**src/rtl/pc_fetch_unit.sv**
```systemverilog
// pc_fetch_unit: program-counter register and instruction-fetch sequencer.
// Holds PC, issues req/ack fetches to instruction memory and hands each
// fetched word to decode over a valid/ready handshake. load redirects PC.
// Optional macro PC_FETCH_PERF_CNT_EN adds a saturating fetch_count output
// counting words accepted by decode.
module pc_fetch_unit #(
  parameter int                 WIDTH     = 16,
  parameter logic [WIDTH-1:0]   RESET_VEC = '0
) (
  input  logic             clk,
  input  logic             rst_n,
  input  logic             en,
  input  logic             load,
  input  logic [WIDTH-1:0] load_addr,
  output logic             imem_req,
  output logic [WIDTH-1:0] imem_addr,
  input  logic             imem_ack,
  input  logic [WIDTH-1:0] imem_data,
  output logic             instr_valid,
  output logic [WIDTH-1:0] instr,
  output logic [WIDTH-1:0] instr_pc,
  input  logic             instr_ready,
  output logic [WIDTH-1:0] pc,
  output logic             wrap
`ifdef PC_FETCH_PERF_CNT_EN
  ,
  output logic [WIDTH-1:0] fetch_count
`endif
);

  typedef enum logic [1:0] {
    ST_IDLE  = 2'd0,
    ST_REQ   = 2'd1,
    ST_HOLD  = 2'd2,
    ST_FLUSH = 2'd3
  } state_t;

  state_t           state_reg;
  logic [WIDTH-1:0] pc_reg;
  logic [WIDTH-1:0] pc_next;
  logic [WIDTH-1:0] instr_reg;
  logic [WIDTH-1:0] instr_pc_reg;
  logic             imem_req_reg;
  logic             instr_valid_reg;
  logic             wrap_reg;

  // Next sequential address, unsigned modulo 2^WIDTH.
  assign pc_next = pc_reg + {{(WIDTH-1){1'b0}}, 1'b1};

  // Sequencer: PC, captured instruction and handshake flags all update here.
  always_ff @(posedge clk) begin
    if (!rst_n) begin
      state_reg       <= ST_IDLE;
      pc_reg          <= RESET_VEC;
      instr_reg       <= '0;
      instr_pc_reg    <= '0;
      imem_req_reg    <= 1'b0;
      instr_valid_reg <= 1'b0;
      wrap_reg        <= 1'b0;
    end else begin
      wrap_reg <= 1'b0;
      case (state_reg)
        ST_IDLE: begin
          if (load) pc_reg <= load_addr;
          if (en) begin
            state_reg    <= ST_REQ;
            imem_req_reg <= 1'b1;
          end
        end
        ST_REQ: begin
          if (imem_ack && !load) begin
            instr_reg       <= imem_data;
            instr_pc_reg    <= pc_reg;
            pc_reg          <= pc_next;
            wrap_reg        <= (pc_reg == {WIDTH{1'b1}});
            state_reg       <= ST_HOLD;
            imem_req_reg    <= 1'b0;
            instr_valid_reg <= 1'b1;
          end else if (imem_ack) begin
            // Fetch completed but is superseded by the redirect.
            pc_reg       <= load_addr;
            state_reg    <= en ? ST_REQ : ST_IDLE;
            imem_req_reg <= en;
          end else if (load) begin
            // Drop req for one cycle so the address may legally change.
            pc_reg       <= load_addr;
            state_reg    <= ST_FLUSH;
            imem_req_reg <= 1'b0;
          end
        end
        ST_FLUSH: begin
          if (load) pc_reg <= load_addr;
          state_reg    <= en ? ST_REQ : ST_IDLE;
          imem_req_reg <= en;
        end
        ST_HOLD: begin
          if (load) pc_reg <= load_addr;
          if (instr_ready || load) begin
            instr_valid_reg <= 1'b0;
            state_reg       <= en ? ST_REQ : ST_IDLE;
            imem_req_reg    <= en;
          end
        end
        default: begin
          state_reg       <= ST_IDLE;
          imem_req_reg    <= 1'b0;
          instr_valid_reg <= 1'b0;
        end
      endcase
    end
  end

  assign imem_req    = imem_req_reg;
  assign imem_addr   = pc_reg;
  assign instr_valid = instr_valid_reg;
  assign instr       = instr_reg;
  assign instr_pc    = instr_pc_reg;
  assign pc          = pc_reg;
  assign wrap        = wrap_reg;

`ifdef PC_FETCH_PERF_CNT_EN
  logic [WIDTH-1:0] fetch_count_reg;

  // Saturating count of words actually accepted by decode.
  always_ff @(posedge clk) begin
    if (!rst_n) begin
      fetch_count_reg <= '0;
    end else if (instr_valid_reg && instr_ready &&
                 (fetch_count_reg != {WIDTH{1'b1}})) begin
      fetch_count_reg <= fetch_count_reg + {{(WIDTH-1){1'b0}}, 1'b1};
    end
  end

  assign fetch_count = fetch_count_reg;
`endif

endmodule

```
**config.mk**
```make
export PLATFORM = sky130hd
export DESIGN_NAME = pc_fetch_unit
export DESIGN_NICKNAME = d
export VERILOG_FILES = /design/src/rtl/pc_fetch_unit.sv
export SDC_FILE = /design/constraint.sdc
export NUM_CORES = 1
export LEC_CHECK = 0
export ABC_AREA = 1
export BUFFER_PORTS_ARGS = -buffer_cell sky130_fd_sc_hd__buf_2
export CELL_PAD_IN_SITES_DETAIL_PLACEMENT = 0
export CELL_PAD_IN_SITES_GLOBAL_PLACEMENT = 1
export CORE_MARGIN = 3
export CORE_UTILIZATION = 35
export CTS_BUF_LIST = sky130_fd_sc_hd__clkbuf_16
export DETAILED_ROUTE_END_ITERATION = 8
export PLACE_DENSITY = 0.83
export SLEW_MARGIN = 20
export SYNTH_ARGS = -nofsm -noshare
export SYNTH_HDL_FRONTEND = slang
export SYNTH_SLANG_ARGS = --single-unit
```
**constraint.sdc**
```tcl
create_clock -name clk -period 2.58 [get_ports clk]
set_input_delay 0.129 -clock clk [delete_from_list [all_inputs] [get_ports clk]]
set_output_delay 0.129 -clock clk [all_outputs]
set_load 0.03 [all_outputs]
```
### After elaboration in Yosys (flattened, before gate mapping)

Cells that the tools add are included.

* $add $sub $neg: 1
* eq/ne operators: 8
* muxes and demuxes: 20
* reduce and logical (&&, ||, !) cells: 10

Operators with widths (count)
* $mux 16: 3
* $pmux 16 s2: 1
* $add 16x1->16 const B: 1
* $eq 16x16->1 const B: 1
* $mux 2: 5
* $reduce_and 3->1: 3
* $mux 1: 8
* $pmux 2 s4: 1
* $ne 2x2->1 const B: 3
* $eq 2x2->1 const B: 2
* $ne 4x4->1 const B: 1
* $pmux 1 s4: 1
* $reduce_or 3->1: 1
* $eq 2x1->1 const B: 1
* $logic_not 2->1: 1
* $pmux 1 s2: 1
* $reduce_and 2->1: 1
* $reduce_bool 2->1: 1
* $logic_and 1x1->1: 1
* $logic_not 1->1: 1
* $logic_or 1x1->1: 1

* register bits after elaboration: 53
* input port bits: 38
* output and inout bits: 67
* word-level logic and storage cells: 46

### Logic depth before layout (Yosys ltp)

* word-level depth: 4
* mapped depth: 9
* depth with buffers taken out: 9

### Least setup slack after synthesis

No wires, ideal clock.

* kind: reg-to-reg
* start point: register pc_reg[1] (netlist: imem_addr[1])
* end point: register pc_reg[12] (netlist: imem_addr[12])
* arrival: 1.548 ns
* required time: 2.470 ns
* path slack: 0.922 ns
* cell stages (with the launch flop): 9
* path buffers: 0
* period minus slack after synthesis: 1.658 ns
* cell sequence: dfxtp_1 ha_1 nand3_1 nor3_1 nand2_1 nand2_1 nand3_1 nand2_1 inv_1

* longest elaborated chain between the ends: 3

Ends and longest elaborated chain
* start: declaration: RTL line 39 `logic [WIDTH-1:0] pc_reg;`
* start signal: assignment: RTL line 64 `if (load) pc_reg <= load_addr;`
* start signal: assignment: RTL line 74 `pc_reg <= pc_next;`
* start signal: assignment: RTL line 81 `pc_reg <= load_addr;`
* $add 16x1->16: RTL line 48 `assign pc_next = pc_reg + {{(WIDTH-1){1'b0}}, 1'b1};`
* $mux 16: RTL line 71 `if (imem_ack && !load) begin`
* $pmux 16 s2: RTL line 62 `case (state_reg)`

Every way passes these cells.
A chain may end at the register's enable or synchronous reset.

### Worst setup path after layout

* start point: register pc_reg[0] (netlist: imem_addr[0])
* end point: register pc_reg[12] (netlist: imem_addr[12])

The elaborated chain is that of the path after synthesis.

==> impl_metrics.csv <==
group,metric,value,unit
power_and_ir_drop,fin_total_pwr,2240,µW
timing,worst_pin_slew,0.510,ns
timing,fmax,563,MHz
yosys,synth_cell_types,27,
cts,post_cts_buffers,0,
power_and_ir_drop,seq_power_share,0.435,
yosys,synth_top_area_cell,"dfxtp_1",
min_path,hold_path_class,"in -> reg",
timing,fin_skew,0.00421,ns
yosys,synth_top_area_frac,0.420,
power_and_ir_drop,cellPowerDensity,712,mW/mm²
critical_path,worstSetupPathType,"reg -> reg",
critical_path,cp-startpoint,"imem_addr[0]",
yosys,syn-num-nets,411,
critical_path,worstPathCellList,"ha_1 > nand3_1 > nor3_1 > nand2_1 > nand2_1 > nand3_1 > nand2_1 > inv_1",
finish,area_growth,24.6,%
cts,h-tree-depth,2,
critical_path,startpoint_type,"flop",
placement,hpwl,5260,µm
cts,insertion_delay,0.29,ns
route,dr.pass1.iters,4,
yosys,synth_seq_cells,53,
timing,min_period,1.77,ns
critical_path,worst_path_max_delay_cell,"dfxtp_1",
global_routing,grt_pass1_vias,2454,
min_path,hp-start,"imem_data[10]",
yosys,yosys_most_used_dff,"dfxtp_1",
timing,period_share,0.688,
route,viasPerCell,4.72,
floorplanning,die_y,90.9,µm
yosys,synth_common_cells,"72 x nor2_1, 66 x nand2_1, 53 x dfxtp_1",
critical_path,critPathRequiredTime,2.77,ns
placement,gp_congestion,0.841,
cts,root_buffer,"clkbuf_16",
power_and_ir_drop,comb_power_share,0.272,
timing,finalHoldViolations,0,
timing,holdWs,0.0835,ns
timing,finalSetupViolations,0,
floorplanning,die_x,90.9,µm
placement,place_area,0.00300,mm²
global_routing,grt_pass1_wl,11800,µm
critical_path,path_max_fanout,6,
yosys,ys_warn_count,0,
yosys,netlist_area,0.00252,mm²
power_and_ir_drop,intPower,1440,µW
global_routing,track_usage,0.172,
finish,final_layout_size_suffix_gt1_frac,0.261,
timing,drv_slew,0,
timing,relSlewSlack,0.658,
timing,grt_setup_unrepaired,"false",
route,postRouteAntennaNets,0,
yosys,avgSynthCellArea,6.79,µm²
route,wl,7140,µm
route,wl_per_cell,12.9,µm
finish,final_net_count,494,
placement,io_buffers,104,
cts,tritoncts,"done",
finish,final_cell_count_no_fill,552,
yosys,synth_area_leaders,"dfxtp_1 42%, nor2_1 11%, nand2_1 9.8%, o21ai_0 8.5%, buf_4 5.1%",
global_routing,grt_max_degree,29,
global_routing,overflow,0,
cts,hold_buffers,0,
placement,dp.cells,544,
power_and_ir_drop,power.switching,802,µW
finish,fillers,778,
critical_path,r2r_start,"imem_addr[0]",
yosys,syn_inst,372,
power_and_ir_drop,switching_share,0.358,
critical_path,critical-path-top-delay-family,"simple AND/OR/NAND/NOR gates",
power_and_ir_drop,irDropWorstVdd,0.291,mV
yosys,ys_async_sr_fraction,0,
yosys,synth_edf_count,0,
cts,clk_pin_slew,0.07,ns
route,drt_iter0_drc,87,
yosys,yosysMostFrequentCell,"nor2_1",
power_and_ir_drop,p_leak,0.00155,µW
power_and_ir_drop,p_clk_frac,0.293,
route,vias,2603,
finish,final_area,0.00315,mm²
critical_path,end_kind,"flop",
floorplanning,core_area,0.00691,mm²
route,drc,0,
cts,cts_buffers,5,
critical_path,crit_top_cell,"nand2_1",
floorplanning,initial_utilization,0.366,
yosys,yosysSeqAreaShare,0.420,
timing,tns,0,ns
global_routing,antenna_found_initial,0,
critical_path,cpPeakStageDelay,0.44,ns
cts,cts_resized,0,
critical_path,cp.buffers_inverters,1,
critical_path,cp_data_arrival_time,1.96,ns
floorplanning,fp-row-count,30,
status,status,"finished, final reports clean",
cts,clock-sinks,53,
flow_run,max_cap_viol_count,0,
floorplanning,dieArea,0.00827,mm²
finish,n_antenna_cell,0,
cts,clockBufferDepth,2,
floorplanning,ios,105,
[cell families after synthesis]
kind of cell / count (synthesis) / share of synthesized area
and+or+nand+nor: 166 / 0.269
AOI/OAI and AO/OA: 83 / 0.171
buffers and inverters: 67 / 0.127
DFF: 53 / 0.420
xor gates and xnor gates: 2 / 0.00694
adders and majority gates: 1 / 0.00495
[cells in the final DEF (no fill, tap or decap)]
master and count:
o21ai_1 7, dfxtp_1 53, nor3_1 1, a21boi_1 1, nor2_4 2, inv_2 2
o21ai_0 43, a22oi_1 1, xnor2_1 1, a211oi_1 2, o31ai_1 1, nor2_1 72
a31oi_1 4, buf_4 3, nand3b_1 1, nand4_1 3, nor2_2 1, inv_1 35
a21oi_1 24, nand3_1 19, nor4_1 1, buf_2 104, ha_1 1, clkbuf_16 5
nand2_1 66, clkinvlp_4 2, xor2_1 1
[final cells by class]
cell class	count	area (µm²)	area share
clock inverter	3	18.8	0.00597
tap	96	120	0.0382
inverter	36	135	0.0430
timing repair buffer	107	543	0.173
multi-input combinational	252	1140	0.363
clock buffer	5	125	0.0398
sequential	53	1060	0.337
[power by group through the flow]
| stage | Sequential (µW) | Combinational [µW] | Clock [µW] |
|---|---|---|---|
| after global placement | 991 | 611 | 0 |
| after detailed placement | 992 | 614 | 0 |
| final | 973 | 609 | 656 |
| after CTS | 974 | 615 | 668 |
| after global routing | 985 | 676 | 705 |
| after floorplan | 1130 | 316 | 0 |
[per-stage QoR]
stage	utilization	setup slack, ns
floorplan	-	0.922
global placement	0.435	0.826
detailed placement	0.435	0.837
CTS	0.455	0.815
global route	0.455	0.584
finish	0.455	0.805
[worst min-delay path, stage by stage]
cell and delay [ns]:
buf_2 0.07, o21ai_1 0.05, nor2_1 0.08
[final timing paths]
path	end	slack, ns	cells past startpoint
max	imem_addr[12]	0.81	8
min	instr[10]	0.08	3
max reg2reg	imem_addr[12]	0.81	8
min reg2reg	imem_req	0.46	2
[per-layer routing]
layer / wire length [µm] / GRT usage / vias to the layer above
li1: - / - / 1350
met1: 3420 / 0.236 / 1161
met2: 3250 / 0.280 / 88
met3: 416 / 0.0307 / 4
met4: 56 / 0.0415 / 0
met5: 0 / 0 / -
Power figures use the tool's default switching activity.
